### src/rtl/afe_seq_ctrl.sv
// afe_seq_ctrl
// Transaction sequencer in front of the AFE4490 SPI master. After reset it
// writes a fixed initialisation table, then for every ADC_RDY rising edge it
// enables SPI register reads, fetches the LED/ambient result registers,
// disables reads again and publishes the new sample set with a one-cycle
// strobe.
//
// Parameters
//   TIMEOUT        clock cycles allowed from o_spi_dv to i_spi_done (>= 2)
//
// Build option
//   AFE_DIFF_READ_EN  when defined, the batch also reads 0x2E/0x2F and drives
//                     o_led2_diff / o_led1_diff; otherwise those ports are 0.
//
// Ports
//   i_clk, i_rst_n                      clock, asynchronous active-low reset
//   i_adc_rdy                           AFE ADC_RDY pin (asynchronous)
//   o_spi_addr/o_spi_wr_data/o_spi_rd_wr  request to SPI master (1 = read)
//   o_spi_dv                            one-cycle request strobe
//   i_spi_done, i_spi_rd_data           completion strobe and read data
//   o_led2 .. o_aled1, o_*_diff         latest published results
//   o_sample_valid                      one-cycle strobe: results updated
//   o_init_done                         init table has been written
//   o_overrun                           sticky: ADC_RDY edge while busy
//   o_err                               sticky: SPI transaction timed out

module afe_seq_ctrl #(
   parameter int unsigned TIMEOUT = 1023
) (
   input  logic        i_clk,
   input  logic        i_rst_n,
   input  logic        i_adc_rdy,
   output logic [7:0]  o_spi_addr,
   output logic [23:0] o_spi_wr_data,
   output logic        o_spi_rd_wr,
   output logic        o_spi_dv,
   input  logic        i_spi_done,
   input  logic [23:0] i_spi_rd_data,
   output logic [23:0] o_led2,
   output logic [23:0] o_aled2,
   output logic [23:0] o_led1,
   output logic [23:0] o_aled1,
   output logic [23:0] o_led2_diff,
   output logic [23:0] o_led1_diff,
   output logic        o_sample_valid,
   output logic        o_init_done,
   output logic        o_overrun,
   output logic        o_err
);

`ifdef AFE_DIFF_READ_EN
   localparam int NUM_RD = 6;
`else
   localparam int NUM_RD = 4;
`endif
   localparam int NUM_INIT = 4;
   localparam int CW = $clog2(TIMEOUT + 1);
   localparam logic [CW-1:0] TO_LAST = CW'(TIMEOUT - 1);

   typedef enum logic [3:0] {
      S_RESET,
      S_INIT_REQ,
      S_INIT_WAIT,
      S_ARM,
      S_REN_REQ,
      S_REN_WAIT,
      S_RD_REQ,
      S_RD_WAIT,
      S_RDIS_REQ,
      S_RDIS_WAIT,
      S_PUBLISH
   } state_t;

   state_t          state, state_next;
   logic [2:0]      idx, idx_next;
   logic [CW-1:0]   wait_cnt;
   logic            rdy_meta, rdy_sync, rdy_prev, rdy_edge;
   logic            init_done, overrun, err;
   logic            is_wait, timed_out, capture, publish, set_init_done;
   logic [23:0]     shadow [NUM_RD];
   logic [23:0]     result [NUM_RD];

   function automatic logic [7:0] init_addr(input logic [2:0] i);
      case (i)
         3'd0:    return 8'h00;
         3'd1:    return 8'h1D;
         3'd2:    return 8'h1E;
         3'd3:    return 8'h23;
         default: return 8'h00;
      endcase
   endfunction

   function automatic logic [23:0] init_data(input logic [2:0] i);
      case (i)
         3'd0:    return 24'h000000;
         3'd1:    return 24'h009C3F;
         3'd2:    return 24'h000101;
         3'd3:    return 24'h020100;
         default: return 24'h000000;
      endcase
   endfunction

   // ADC_RDY comes straight from the AFE pin, so it passes through two flops
   // before use; a third flop gives the rising-edge detector its history.
   // This runs in every state so edges outside ARM can be flagged.
   always_ff @(posedge i_clk or negedge i_rst_n) begin
      if (!i_rst_n) begin
         rdy_meta <= 1'b0;
         rdy_sync <= 1'b0;
         rdy_prev <= 1'b0;
      end else begin
         rdy_meta <= i_adc_rdy;
         rdy_sync <= rdy_meta;
         rdy_prev <= rdy_sync;
      end
   end

   assign rdy_edge = rdy_sync & ~rdy_prev;

   // Next-state and SPI request decode. The request fields are a pure
   // function of state and index, so they hold from the REQ cycle through
   // the cycle in which done arrives (the SPI master samples rd_wr live).
   // A timeout in any WAIT state overrides the normal transition.
   always_comb begin
      state_next    = state;
      idx_next      = idx;
      o_spi_addr    = 8'h00;
      o_spi_wr_data = 24'h000000;
      o_spi_rd_wr   = 1'b0;
      o_spi_dv      = 1'b0;
      capture       = 1'b0;
      publish       = 1'b0;
      set_init_done = 1'b0;
      is_wait       = state inside {S_INIT_WAIT, S_REN_WAIT, S_RD_WAIT, S_RDIS_WAIT};
      timed_out     = is_wait && !i_spi_done && (wait_cnt == TO_LAST);

      case (state)
         S_RESET: begin
            idx_next   = 3'd0;
            state_next = S_INIT_REQ;
         end
         S_INIT_REQ: begin
            o_spi_addr    = init_addr(idx);
            o_spi_wr_data = init_data(idx);
            o_spi_dv      = 1'b1;
            state_next    = S_INIT_WAIT;
         end
         S_INIT_WAIT: begin
            o_spi_addr    = init_addr(idx);
            o_spi_wr_data = init_data(idx);
            if (i_spi_done) begin
               if (idx == 3'(NUM_INIT - 1)) begin
                  set_init_done = 1'b1;
                  idx_next      = 3'd0;
                  state_next    = S_ARM;
               end else begin
                  idx_next   = idx + 3'd1;
                  state_next = S_INIT_REQ;
               end
            end
         end
         S_ARM: begin
            if (rdy_edge) begin
               state_next = S_REN_REQ;
            end
         end
         S_REN_REQ: begin
            o_spi_wr_data = 24'h000001;
            o_spi_dv      = 1'b1;
            state_next    = S_REN_WAIT;
         end
         S_REN_WAIT: begin
            o_spi_wr_data = 24'h000001;
            if (i_spi_done) begin
               idx_next   = 3'd0;
               state_next = S_RD_REQ;
            end
         end
         S_RD_REQ: begin
            o_spi_addr  = 8'h2A + {5'b00000, idx};
            o_spi_rd_wr = 1'b1;
            o_spi_dv    = 1'b1;
            state_next  = S_RD_WAIT;
         end
         S_RD_WAIT: begin
            o_spi_addr  = 8'h2A + {5'b00000, idx};
            o_spi_rd_wr = 1'b1;
            if (i_spi_done) begin
               capture = 1'b1;
               if (idx == 3'(NUM_RD - 1)) begin
                  idx_next   = 3'd0;
                  state_next = S_RDIS_REQ;
               end else begin
                  idx_next   = idx + 3'd1;
                  state_next = S_RD_REQ;
               end
            end
         end
         S_RDIS_REQ: begin
            o_spi_dv   = 1'b1;
            state_next = S_RDIS_WAIT;
         end
         S_RDIS_WAIT: begin
            if (i_spi_done) begin
               publish    = 1'b1;
               state_next = S_PUBLISH;
            end
         end
         S_PUBLISH: begin
            state_next = S_ARM;
         end
         default: begin
            state_next = S_RESET;
         end
      endcase

      // A stuck transaction abandons the batch; before init completes the
      // whole table is retried from the first entry.
      if (timed_out) begin
         idx_next   = 3'd0;
         state_next = init_done ? S_ARM : S_INIT_REQ;
      end
   end

   // State, timeout counter, sticky flags and data registers. The counter
   // holds the number of cycles since the request strobe (the REQ cycle
   // counts as one). Results load on the edge into PUBLISH so they are
   // already updated while o_sample_valid is high.
   always_ff @(posedge i_clk or negedge i_rst_n) begin
      if (!i_rst_n) begin
         state     <= S_RESET;
         idx       <= 3'd0;
         wait_cnt  <= '0;
         init_done <= 1'b0;
         overrun   <= 1'b0;
         err       <= 1'b0;
         for (int i = 0; i < NUM_RD; i++) begin
            shadow[i] <= 24'h000000;
            result[i] <= 24'h000000;
         end
      end else begin
         state <= state_next;
         idx   <= idx_next;
         if (o_spi_dv) begin
            wait_cnt <= CW'(1);
         end else if (is_wait) begin
            wait_cnt <= wait_cnt + CW'(1);
         end
         if (set_init_done) begin
            init_done <= 1'b1;
         end
         if (rdy_edge && (state != S_ARM)) begin
            overrun <= 1'b1;
         end
         if (timed_out) begin
            err <= 1'b1;
         end
         for (int i = 0; i < NUM_RD; i++) begin
            if (capture && (idx == 3'(i))) begin
               shadow[i] <= i_spi_rd_data;
            end
            if (publish) begin
               result[i] <= shadow[i];
            end
         end
      end
   end

   assign o_sample_valid = (state == S_PUBLISH);
   assign o_init_done    = init_done;
   assign o_overrun      = overrun;
   assign o_err          = err;
   assign o_led2         = result[0];
   assign o_aled2        = result[1];
   assign o_led1         = result[2];
   assign o_aled1        = result[3];
`ifdef AFE_DIFF_READ_EN
   assign o_led2_diff    = result[4];
   assign o_led1_diff    = result[5];
`else
   assign o_led2_diff    = 24'h000000;
   assign o_led1_diff    = 24'h000000;
`endif

endmodule
### config.mk
export PLATFORM = sky130hd
export DESIGN_NAME = afe_seq_ctrl
export DESIGN_NICKNAME = d
export VERILOG_FILES = /design/src/rtl/afe_seq_ctrl.sv
export SDC_FILE = /design/constraint.sdc
export NUM_CORES = 1
export LEC_CHECK = 0
export ABC_CLOCK_PERIOD_IN_PS = 5000
export CAP_MARGIN = 10
export CELL_PAD_IN_SITES_DETAIL_PLACEMENT = 1
export CELL_PAD_IN_SITES_GLOBAL_PLACEMENT = 1
export CORE_MARGIN = 3
export CORE_UTILIZATION = 40
export DETAILED_ROUTE_END_ITERATION = 8
export MAX_ROUTING_LAYER = met4
export PLACE_DENSITY = 0.75
export RECOVER_POWER = 50
export SETUP_SLACK_MARGIN = 0.02
export SYNTH_ARGS = -nofsm -noshare
export SYNTH_HDL_FRONTEND = slang
export SYNTH_SLANG_ARGS = --single-unit
### constraint.sdc
create_clock -name i_clk -period 5 [get_ports i_clk]
set_input_delay 1.5 -clock i_clk [delete_from_list [all_inputs] [get_ports i_clk]]
set_output_delay 1.5 -clock i_clk [all_outputs]
set_load 0.03 [all_outputs]
==> metrics.md, run 1 <==
| Metric | Value |
|---|---|
| M1 WL | 9100 um |
| Worst-Margin Slew | 2.823 ns |
| WHS | 0.3573 ns |
| Num CTS Buffers | 24 |
| Die Area | 0.02537 mm2 |
| Max VDD drop | 0.2734 mV |
| CTS resizes | 0 |
| Clock Sinks | 215 |
| Leakage | 5.498 nW |
| Vias per inst | 4.912 |
| HPWL after detailed placement | 14630 um |
| Post-synth EDFFs | 0 |
| FF-to-FF Start | state[1] |
| RSZ-0062 raised after global routing | false |
| Vias in the first global route | 6224 |
| Row Count | 55 |
| 1st-iter DRT viols | 252 |
| Crit end category | output pin |
| Post-synthesis average cell area | 13.88 um2 |
| Power per cell area | 457.9 mW/mm2 |
| MaxCap Viol Count | 2 |
| Clock transition at path regs | 0.06 ns |
| Final Max Slew Viols | 139 |
| Routed Antenna Nets | 0 |
| Synth Register Bits | 215 |
| Worst Hold Class | register to register |
| Synth area leaders | dfrtp_1, mux2_2, buf_4, mux2_1, ha_1 |
| Reg2Reg Depth | 5 |
| Vias | 5619 |
| CTS tree | done |
| IO buf count | 147 |
| Hold wc startpoint | rdy_meta |
| Starting Density | 0.4114 |
| H-Tree Depth | 1 |
| Reg2reg end | shadow[62] |
| Residual DRC count | 0 |
| CP max FO | 24 |
| Critical Path RT | 3.50 ns |
| Synth cell types | 59 |
| N_diodes | 0 |
| Final worst path period share | 0.9142 |
| I/O pin total | 210 |
| Setup bufs post-CTS | 0 |
| Routed length on met2 | 10930 um |
| Top_reg_cell synth | dfrtp_1 |
| Cell accounting for the most synthesized area | dfrtp_1 |
| Max Used Layer | met4 |
| Total Routed Length | 21840 um |
| Post-layout util | 0.5030 |
| RD Place Congestion | 0.7940 |
| Flop2flop setup slack | 1.37 ns |
| Synth warn | 0 |
| Grt total ovfl | 0 |
| Pin count of the biggest net entering global routing | 114 |
| WL met3 | 1416 um |
| Final Setup Violations | 0 |
| Insertion delay to the later sink of the worst-skew pair | 0.52 ns |
| Routed length per instance | 19.09 um |
| Post-CTS Hold Buffers | 0 |
| Setup TNS | 0 ns |
| Fillers | 2305 |
| Core area | 0.02285 mm2 |
| Clk root buf | clkbuf_16 |
| Outcome | finished with violations |
| Fin. Hold Viols | 0 |
| Synthesized cell area | 0.009399 mm2 |
| Fin nets | 850 |
| Initial antenna violation count | 0 |
| Sequential-to-total area share from yosys stat | 0.5724 |
| Area share of the largest cell type after synthesis | 0.5724 |
| Critical path class | register to output pin |
| Die Wd | 159.3 um |
| Worst Hold End | rdy_sync |
| Post-route minimum period | 4.571 ns |
| Post-Synthesis Cells | 677 |
| First-pass GRT wire length | 35410 um |
| Setup WS post-layout | 0.4291 ns |
| Layout area overhead | 22.27% |
| Die H | 159.3 um |
| Hold depth | 0 |
| Fmax | 0.2188 GHz |
| Relative slew slack | -0.8817 |
| Skew final | 0.02012 ns |
| CTS Buffer Depth | 3 |
| Drt pass-1 iters | 4 |
| Total power | 5.262 mW |
| Failing checks | max-capacitance violations, max-slew violations |
| Critical Path AT | 3.07 ns |
| Total track usage | 0.1761 |
| Share of cells above drive strength 1 | 0.2768 |
| Pre-CTS setup slack | 0.9919 ns |
| Synth async-reset ratio | 1.000 |
| Type of origin of the critical path | register |
[critical path: stages (launching register included)]
cell	delay, ns
dfrtp_1	0.84
inv_1	0.32
mux2i_1	0.18
o21ai_1	0.43
clkdlybuf4s50_1	0.78
[state kept, by name, summed over array words and instances (netlist names)]
name and count:
o_err 1, rdy_prev 1, o_aled1 24, rdy_sync 1
o_init_done 1, idx 3, wait_cnt 10, shadow 96
o_led1 24, o_aled2 24, o_led2 24, rdy_meta 1
o_overrun 1, state 4
[cells in the final DEF (no fill, tap or decap), types with 6 or more instances in the layout]
master / instances
a21oi_1: 8
a31oi_1: 6
clkbuf_1: 7
clkbuf_16: 24
clkdlybuf4s50_1: 144
conb_1: 62
dfrtp_1: 215
ha_1: 7
inv_1: 10
mux2_1: 15
mux2_2: 179
nand2_1: 14
nand3_1: 6
nor2_1: 23
nor3_1: 8
o21ai_0: 11
xnor2_1: 7
[per-stage QoR]
| step | area (um2) | instances |
|---|---|---|
| after floorplan | 9628 | 738 |
| after global placement | 10830 | 1102 |
| after detailed placement | 10830 | 1102 |
| after CTS | 11590 | 1144 |
| after global routing | 11490 | 1144 |
| final | 11490 | 1144 |
[cell families after synthesis]
| kind of cell | after synthesis | share of synthesized area |
|---|---|---|
| buffers and inverters | 112 | 0.08213 |
| and+or+nand+nor | 86 | 0.05697 |
| adders and majority gates | 7 | 0.009318 |
| muxes | 195 | 0.2335 |
| xor gates and xnor gates | 8 | 0.007455 |
| other | 1 | 0.0003990 |
| DFF | 215 | 0.5724 |
| AOI/OAI and AO/OA | 53 | 0.03781 |
[synth_stat cells, types with 3 or more instances]
cell type	n
ha_1	7
nor2_1	22
inv_1	10
nand2_4	3
mux2_2	179
buf_2	11
o21ai_0	11
nand4_1	4
a211oi_1	3
xnor2_1	7
nor3_1	6
buf_1	3
nand2b_1	4
buf_4	78
and2_1	3
nand3_1	5
mux2_1	15
clkbuf_1	3
buf_6	6
nor2b_1	4
a31oi_1	6
a21oi_1	8
dfrtp_1	215
or2_2	4
nand2_1	12
[final cells by class]
| cell class | instances | area (um2) | area share |
|---|---|---|---|
| inverter | 11 | 41.29 | 0.003593 |
| tap | 313 | 391.6 | 0.03408 |
| sequential | 215 | 5380 | 0.4682 |
| clock buffer | 32 | 640.6 | 0.05574 |
| clock inverter | 10 | 121.4 | 0.01056 |
| multi-input combinational | 411 | 3408 | 0.2966 |
| timing repair buffer | 152 | 1509 | 0.1313 |
[power breakdown]
group	internal (mW)	leakage (nW)	total, mW	switching (mW)
Clock	1.01	0.359	1.69	0.685
Sequential	2.06	2.89	2.30	0.241
Combinational	0.556	2.25	1.27	0.711
Total	3.62	5.50	5.26	1.64
[worst max-delay path by stage]
stage / start / endpoint / cells past startpoint
floorplan: state[3] / o_spi_addr[0] / 6
global placement: state[2] / o_spi_dv / 4
detailed placement: state[2] / o_spi_dv / 4
CTS: state[2] / o_spi_dv / 4
global route: state[2] / o_spi_dv / 4
finish: state[2] / o_spi_dv / 4
[metal layers]
| layer | track usage | vias up |
|---|---|---|
| met5 | - | - |
| met4 | 0.04059 | 0 |
| met3 | 0.04214 | 31 |
| met2 | 0.2972 | 167 |
| met1 | 0.2158 | 2912 |
| li1 | - | 2509 |
Note: power is estimated with default switching activity, not from simulation.
==> run 2, diff against run 1 <==
Settings changed: GPL_TIMING_DRIVEN set to 0.
==> metrics.md, run 2 (synthesis results as in run 1) <==
| Metric | Value |
|---|---|
| Commonest non-fill, non-tap cell in the layout | dfrtp_1 |
| Num CTS Buffers | 24 (unchanged) |
| Failing checks | max-capacitance violations, max-slew violations |
| Starting Density | 0.4114 (unchanged) |
| Max reg flops | 96 (unchanged) |
| Post-CTS Hold Buffers | 0 (unchanged) |
| MaxCap Viol Count | 1 (-1) |
| H-Tree Depth | 1 (unchanged) |
| Critical Path RT | 3.50 ns (about the same) |
| Insertion delay to the later sink of the worst-skew pair | 0.51 ns (about the same) |
| Residual DRC count | 0 (unchanged) |
| Fmax | 0.2135 GHz (-2.4%) |
| Total Routed Length | 22690 um (+3.9%) |
| CTS tree | done |
| Setup TNS | 0 ns (unchanged) |
| Die Wd | 159.3 um (unchanged) |
| Worst Hold Class | register to register |
| Type of origin of the critical path | register |
| Routed Antenna Nets | 0 (unchanged) |
| Top reg by flops | shadow |
| FF-to-FF Start | state[0] |
| Share of cells above drive strength 1 | 0.3441 (+0.06731) |
| Grt total ovfl | 0 (unchanged) |
| RD Place Congestion | 0.8818 (+11%) |
| First-pass GRT wire length | 36400 um (+2.8%) |
| CP max-delay cell | clkdlybuf4s50_1 |
| Post-route minimum period | 4.684 ns (+0.1129 ns) |
| Combinational fraction of design power | 0.258 (+0.017) |
| Fin nets | 947 (+11%) |
| Outcome | finished with violations |
| Die Area | 0.02537 mm2 (unchanged) |
| Vias in the first global route | 6323 (+1.6%) |
| Crit path launch | state[3] |
| Sw frac | 0.3013 (-0.009990) |
| Routed length per instance | 18.26 um (-4.4%) |
| HPWL after detailed placement | 15560 um (+6.4%) |
| Skew final | 0.01049 ns (-0.009628 ns) |
| Vias per inst | 4.745 (-3.4%) |
| Max VDD drop | 0.2783 mV (+1.8%) |
| Hold depth | 0 (unchanged) |
| Clock share of power | 0.329 (+0.008) |
| Flop2flop setup slack | 2.51 ns (+1.14 ns) |
| Crit end category | output pin |
| Initial antenna violation count | 0 (unchanged) |
| Reg power frac | 0.413 (-0.025) |
| Commonest cells after routing, fill and taps aside | dfrtp_1, mux2_2, clkdlybuf4s50_1 |
| Setup bufs post-CTS | 0 (unchanged) |
| Relative slew slack | -1.101 (-0.2197) |
| CP dominant cell by count | clkbuf_1 |
| Row Count | 55 (unchanged) |
| Drt pass-1 iters | 4 (unchanged) |
| Final worst path period share | 0.9368 (+0.02258) |
| Crit-path cells | buf_2 > clkbuf_1 > clkbuf_1 > nand4_1 > o21ai_1 > clkdlybuf4s50_1 |
| Pin count of the biggest net entering global routing | 86 (-25%) |
| Sw power | 1.635 mW (-0.17%) |
| Register Area | 0.005380 mm2 (unchanged) |
| Die H | 159.3 um (unchanged) |
| Fillers | 2337 (+1.4%) |
| Critical path class | register to output pin |
| CTS Buffer Depth | 3 (unchanged) |
| I/O pin total | 210 (unchanged) |
| Final Max Slew Viols | 55 (-60%) |
| WHS | 0.3610 ns (+0.003715 ns) |
| 1st-iter DRT viols | 208 (-17%) |
| CTS resizes | 0 (unchanged) |
| CP max FO | 10 (-58%) |
| Core area | 0.02285 mm2 (unchanged) |
| Fin. Hold Viols | 0 (unchanged) |
| IO buf count | 146 (-0.68%) |
| Worst-Margin Slew | 3.152 ns (+0.3296 ns) |
| Hold wc startpoint | rdy_meta |
| Final Setup Violations | 0 (unchanged) |
| Reg2Reg Depth | 7 (+2) |
| Internal cell power | 3.792 mW (+4.6%) |
| Clk root buf | clkbuf_16 |
| Leakage | 6.010 nW (+9.3%) |
| N_diodes | 0 (unchanged) |
| Power per cell area | 443.0 mW/mm2 (-3.3%) |
| RSZ-0062 raised after global routing | false |
| Vias | 5898 (+5.0%) |
| Total track usage | 0.1828 (+0.006679) |
| Slowest Stage Delay on Critical Path | 0.80 ns (-0.04 ns) |
| Area of the multi-input gates | 0.003413 mm2 (+0.15%) |
| Clock transition at path regs | 0.06 ns (about the same) |
| Clock Sinks | 215 (unchanged) |
| Layout area overhead | 30.35% |
| Critical Path AT | 3.18 ns (+0.11 ns) |
[run 2: power groups by stage]
| stage | clock (mW) | combinational (mW) | sequential (mW) |
|---|---|---|---|
| after floorplan | 0 | 1.02 | 2.23 |
| after global placement | 0 | 1.38 | 2.25 |
| after detailed placement | 0 | 1.42 | 2.27 |
| after CTS | 1.83 | 1.43 | 2.24 |
| after global routing | 1.92 | 1.53 | 2.28 |
| final | 1.79 | 1.40 | 2.24 |
[run 2: through the flow]
step                      setup WS, ns  total power [mW]  instance area (um2)  cells    util
after floorplan                  1.586             3.248                 9628    738       -
after global placement          -6.860             3.637                11480   1197  0.5025
after detailed placement        0.8920             3.691                11540   1199  0.5051
after CTS                       0.3343             5.511                12350   1243  0.5405
after global routing            0.1510             5.733                12250   1243  0.5363
final                           0.3162             5.427                12250   1243  0.5363
[run 2: critical path, delay by kind of cell, from the launching register on]
family	cells	cell delay, ns
AO/OA/AOI/OAI	1	0.39
flip-flops	1	0.31
AND/OR/NAND/NOR	1	0.14
buffers and inverters	4	1.83
[run 2: area by class of cell]
type                       count  area share
clock inverter                12     0.01103
inverter                      11    0.003370
sequential                   215      0.4391
clock buffer                  32     0.05484
timing repair buffer         148      0.1233
multi-input combinational    411      0.2786
buffer                       101     0.05780
tap                          313     0.03196
[run 2: metal layers]
layer | GRT usage | share of wire
met1 | 0.2412 | 0.45
met2 | 0.2929 | 0.47
met3 | 0.04657 | 0.066
met4 | 0.02905 | 0.013
met5 | - | 0
[run 2: path summary, 6_finish.rpt]
path / end
worst min register to register: rdy_sync
worst min-delay path: rdy_sync
max in group asynchronous: o_aled1[14]
worst max-delay path: o_spi_dv
min in group asynchronous: o_aled2[20]
worst max register to register: shadow[94]
==> run 3, diff against run 2 <==
Settings changed: PLACE_DENSITY 0.75 to not set, PLACE_DENSITY_LB_ADDON set to 0.1.
==> metrics.md, run 3 (synthesis results as in run 1) <==
| Metric | Value |
|---|---|
| Die H | 159.3 um (unchanged) |
| Commonest non-fill, non-tap cell in the layout | dfrtp_1 |
| Post-CTS Hold Buffers | 0 (unchanged) |
| Max reg flops | 96 (unchanged) |
| Share of cells above drive strength 1 | 0.3445 (+0.0004064) |
| Final Max Slew Viols | 102 (+85%) |
| Routed Antenna Nets | 0 (unchanged) |
| Setup bufs post-CTS | 0 (unchanged) |
| Insertion delay to the later sink of the worst-skew pair | 0.51 ns (about the same) |
| Commonest cells after routing, fill and taps aside | dfrtp_1, mux2_2, clkdlybuf4s50_1 |
| Clk root buf | clkbuf_16 |
| Starting Density | 0.4114 (unchanged) |
| Final std cell area, no fill | 0.01222 mm2 (-0.29%) |
| Top reg by flops | shadow |
| Fin. Hold Viols | 0 (unchanged) |
| N_diodes | 0 (unchanged) |
| Residual DRC count | 0 (unchanged) |
| Skew final | 0.008445 ns (-0.002044 ns) |
| Vias per inst | 4.821 (+1.6%) |
| Worst Hold Class | register to register |
| Fin nets | 946 (-0.11%) |
| 1st-iter DRT viols | 229 (+10%) |
| Post-route minimum period | 4.774 ns (+0.09033 ns) |
| Clock Sinks | 215 (unchanged) |
| Vias in the first global route | 6779 (+7.2%) |
| Critical Path RT | 3.50 ns (about the same) |
| I/O pin total | 210 (unchanged) |
| Num CTS Buffers | 24 (unchanged) |
| Total power | 5.428 mW (about the same) |
| CP max FO | 10 (unchanged) |
| Worst-Margin Slew | 2.578 ns (-0.5742 ns) |
| Final Setup Violations | 0 (unchanged) |
| RD Place Congestion | 0.8287 (-6.0%) |
| Max VDD drop | 0.2348 mV (-16%) |
| Die Area | 0.02537 mm2 (unchanged) |
| Failing checks | max-capacitance violations, max-slew violations |
| CTS resizes | 0 (unchanged) |
| Relative slew slack | -0.7186 (+0.3828) |
| CTS tree | done |
| Row Count | 55 (unchanged) |
| Vias | 5973 (+1.3%) |
| Layout area overhead | 29.98% |
| Critical Path AT | 3.27 ns (+0.09 ns) |
| Total track usage | 0.1913 (+0.008560) |
| Outcome | finished with violations |
| Die Wd | 159.3 um (unchanged) |
| HPWL after detailed placement | 16730 um (+7.5%) |
| First-pass GRT wire length | 37970 um (+4.3%) |
| Fillers | 2355 (+0.77%) |
| Final worst path period share | 0.9548 (+0.01807) |
| Pin count of the biggest net entering global routing | 115 (+34%) |
| H-Tree Depth | 1 (unchanged) |
| Critical path class | register to output pin |
| Clock transition at path regs | 0.06 ns (about the same) |
| Type of origin of the critical path | register |
| IO buf count | 146 (unchanged) |
| Setup TNS | 0 ns (unchanged) |
| Core area | 0.02285 mm2 (unchanged) |
| MaxCap Viol Count | 1 (unchanged) |
| Total Routed Length | 23710 um (+4.5%) |
| RSZ-0062 raised after global routing | false |
| Crit end category | output pin |
| CTS Buffer Depth | 3 (unchanged) |
| Routed length per instance | 19.13 um (+4.8%) |
| Drt pass-1 iters | 4 (unchanged) |
| Leakage | 5.991 nW (-0.31%) |
| Grt total ovfl | 0 (unchanged) |
| Initial antenna violation count | 0 (unchanged) |
| Power per cell area | 444.3 mW/mm2 (+0.29%) |
| DP Area | 0.01151 mm2 (-0.24%) |
| Fmax | 0.2095 GHz (-1.9%) |
[run 3: cell count changes in the layout (fill, tap and decap cells not counted)]
cell       before  now
buf_16          2    1
buf_2           5    6
buf_6           4    3
bufinv_16       3    2
clkbuf_1       18   15
clkbuf_16      25   24
clkbuf_2        0    1
clkbuf_8        2    7
clkinv_2        9    4
clkinv_8        0    1
[run 3: layout make-up]
cell class,count,area (um2),area share
Tap cell,313,391.6,0.03206
Buffer,101,701.9,0.05746
Inverter,11,41.29,0.003380
Clock buffer,34,708.2,0.05797
Clock inverter,7,96.34,0.007886
Sequential cell,215,5380,0.4404
Multi-Input combinational cell,411,3413,0.2794
Timing Repair Buffer,147,1484,0.1215
[run 3: layer usage]
| metal | global-route usage | vias to the layer above | part of all wire |
|---|---|---|---|
| li1 | - | 2702 | - |
| met1 | 0.2259 | 3079 | 0.41 |
| met2 | 0.3304 | 169 | 0.51 |
| met3 | 0.05541 | 23 | 0.069 |
| met4 | 0.03422 | 0 | 0.012 |
| met5 | - | - | 0 |
[run 3: stage by stage]
| step | hold slack, ns | util | instances | setup WS [ns] |
|---|---|---|---|---|
| 2_1_floorplan | 0.3312 | - | 738 | 1.586 |
| 3_3_place_gp | 0.3341 | 0.5025 | 1197 | -6.133 |
| 3_5_place_dp | 0.3582 | 0.5039 | 1198 | 0.8010 |
| 4_1_cts | 0.3700 | 0.5392 | 1239 | 0.2414 |
| 5_1_grt | 0.3818 | 0.5347 | 1239 | 0.07927 |
| 6_report | 0.3593 | 0.5347 | 1239 | 0.2259 |
[run 3: final timing paths]
kind / startpoint / to / slack, ns / cells after the start
setup / recovery: state[3] / o_spi_dv / 0.23 / 6
hold / removal: rdy_meta / rdy_sync / 0.36 / 0
setup reg to reg: state[3] / state[1] / 2.37 / 6
hold reg to reg: rdy_meta / rdy_sync / 0.36 / 0
max in group asynchronous: i_rst_n / shadow[69] / 1.69 / 1
min in group asynchronous: i_rst_n / shadow[16] / 1.75 / 1
[run 3: critical path, stage by stage, from the launching register on]
cell and delay [ns]:
dfrtp_1 0.32, buf_2 0.19, clkbuf_1 0.39, clkbuf_1 0.47, nand4_1 0.13, o21ai_1 0.45, clkdlybuf4s50_1 0.81
[run 3: power by group]
group | switching, mW | internal (mW)
Sequential | 0.181 | 2.06
Clock | 0.685 | 1.08
Combinational | 0.786 | 0.628
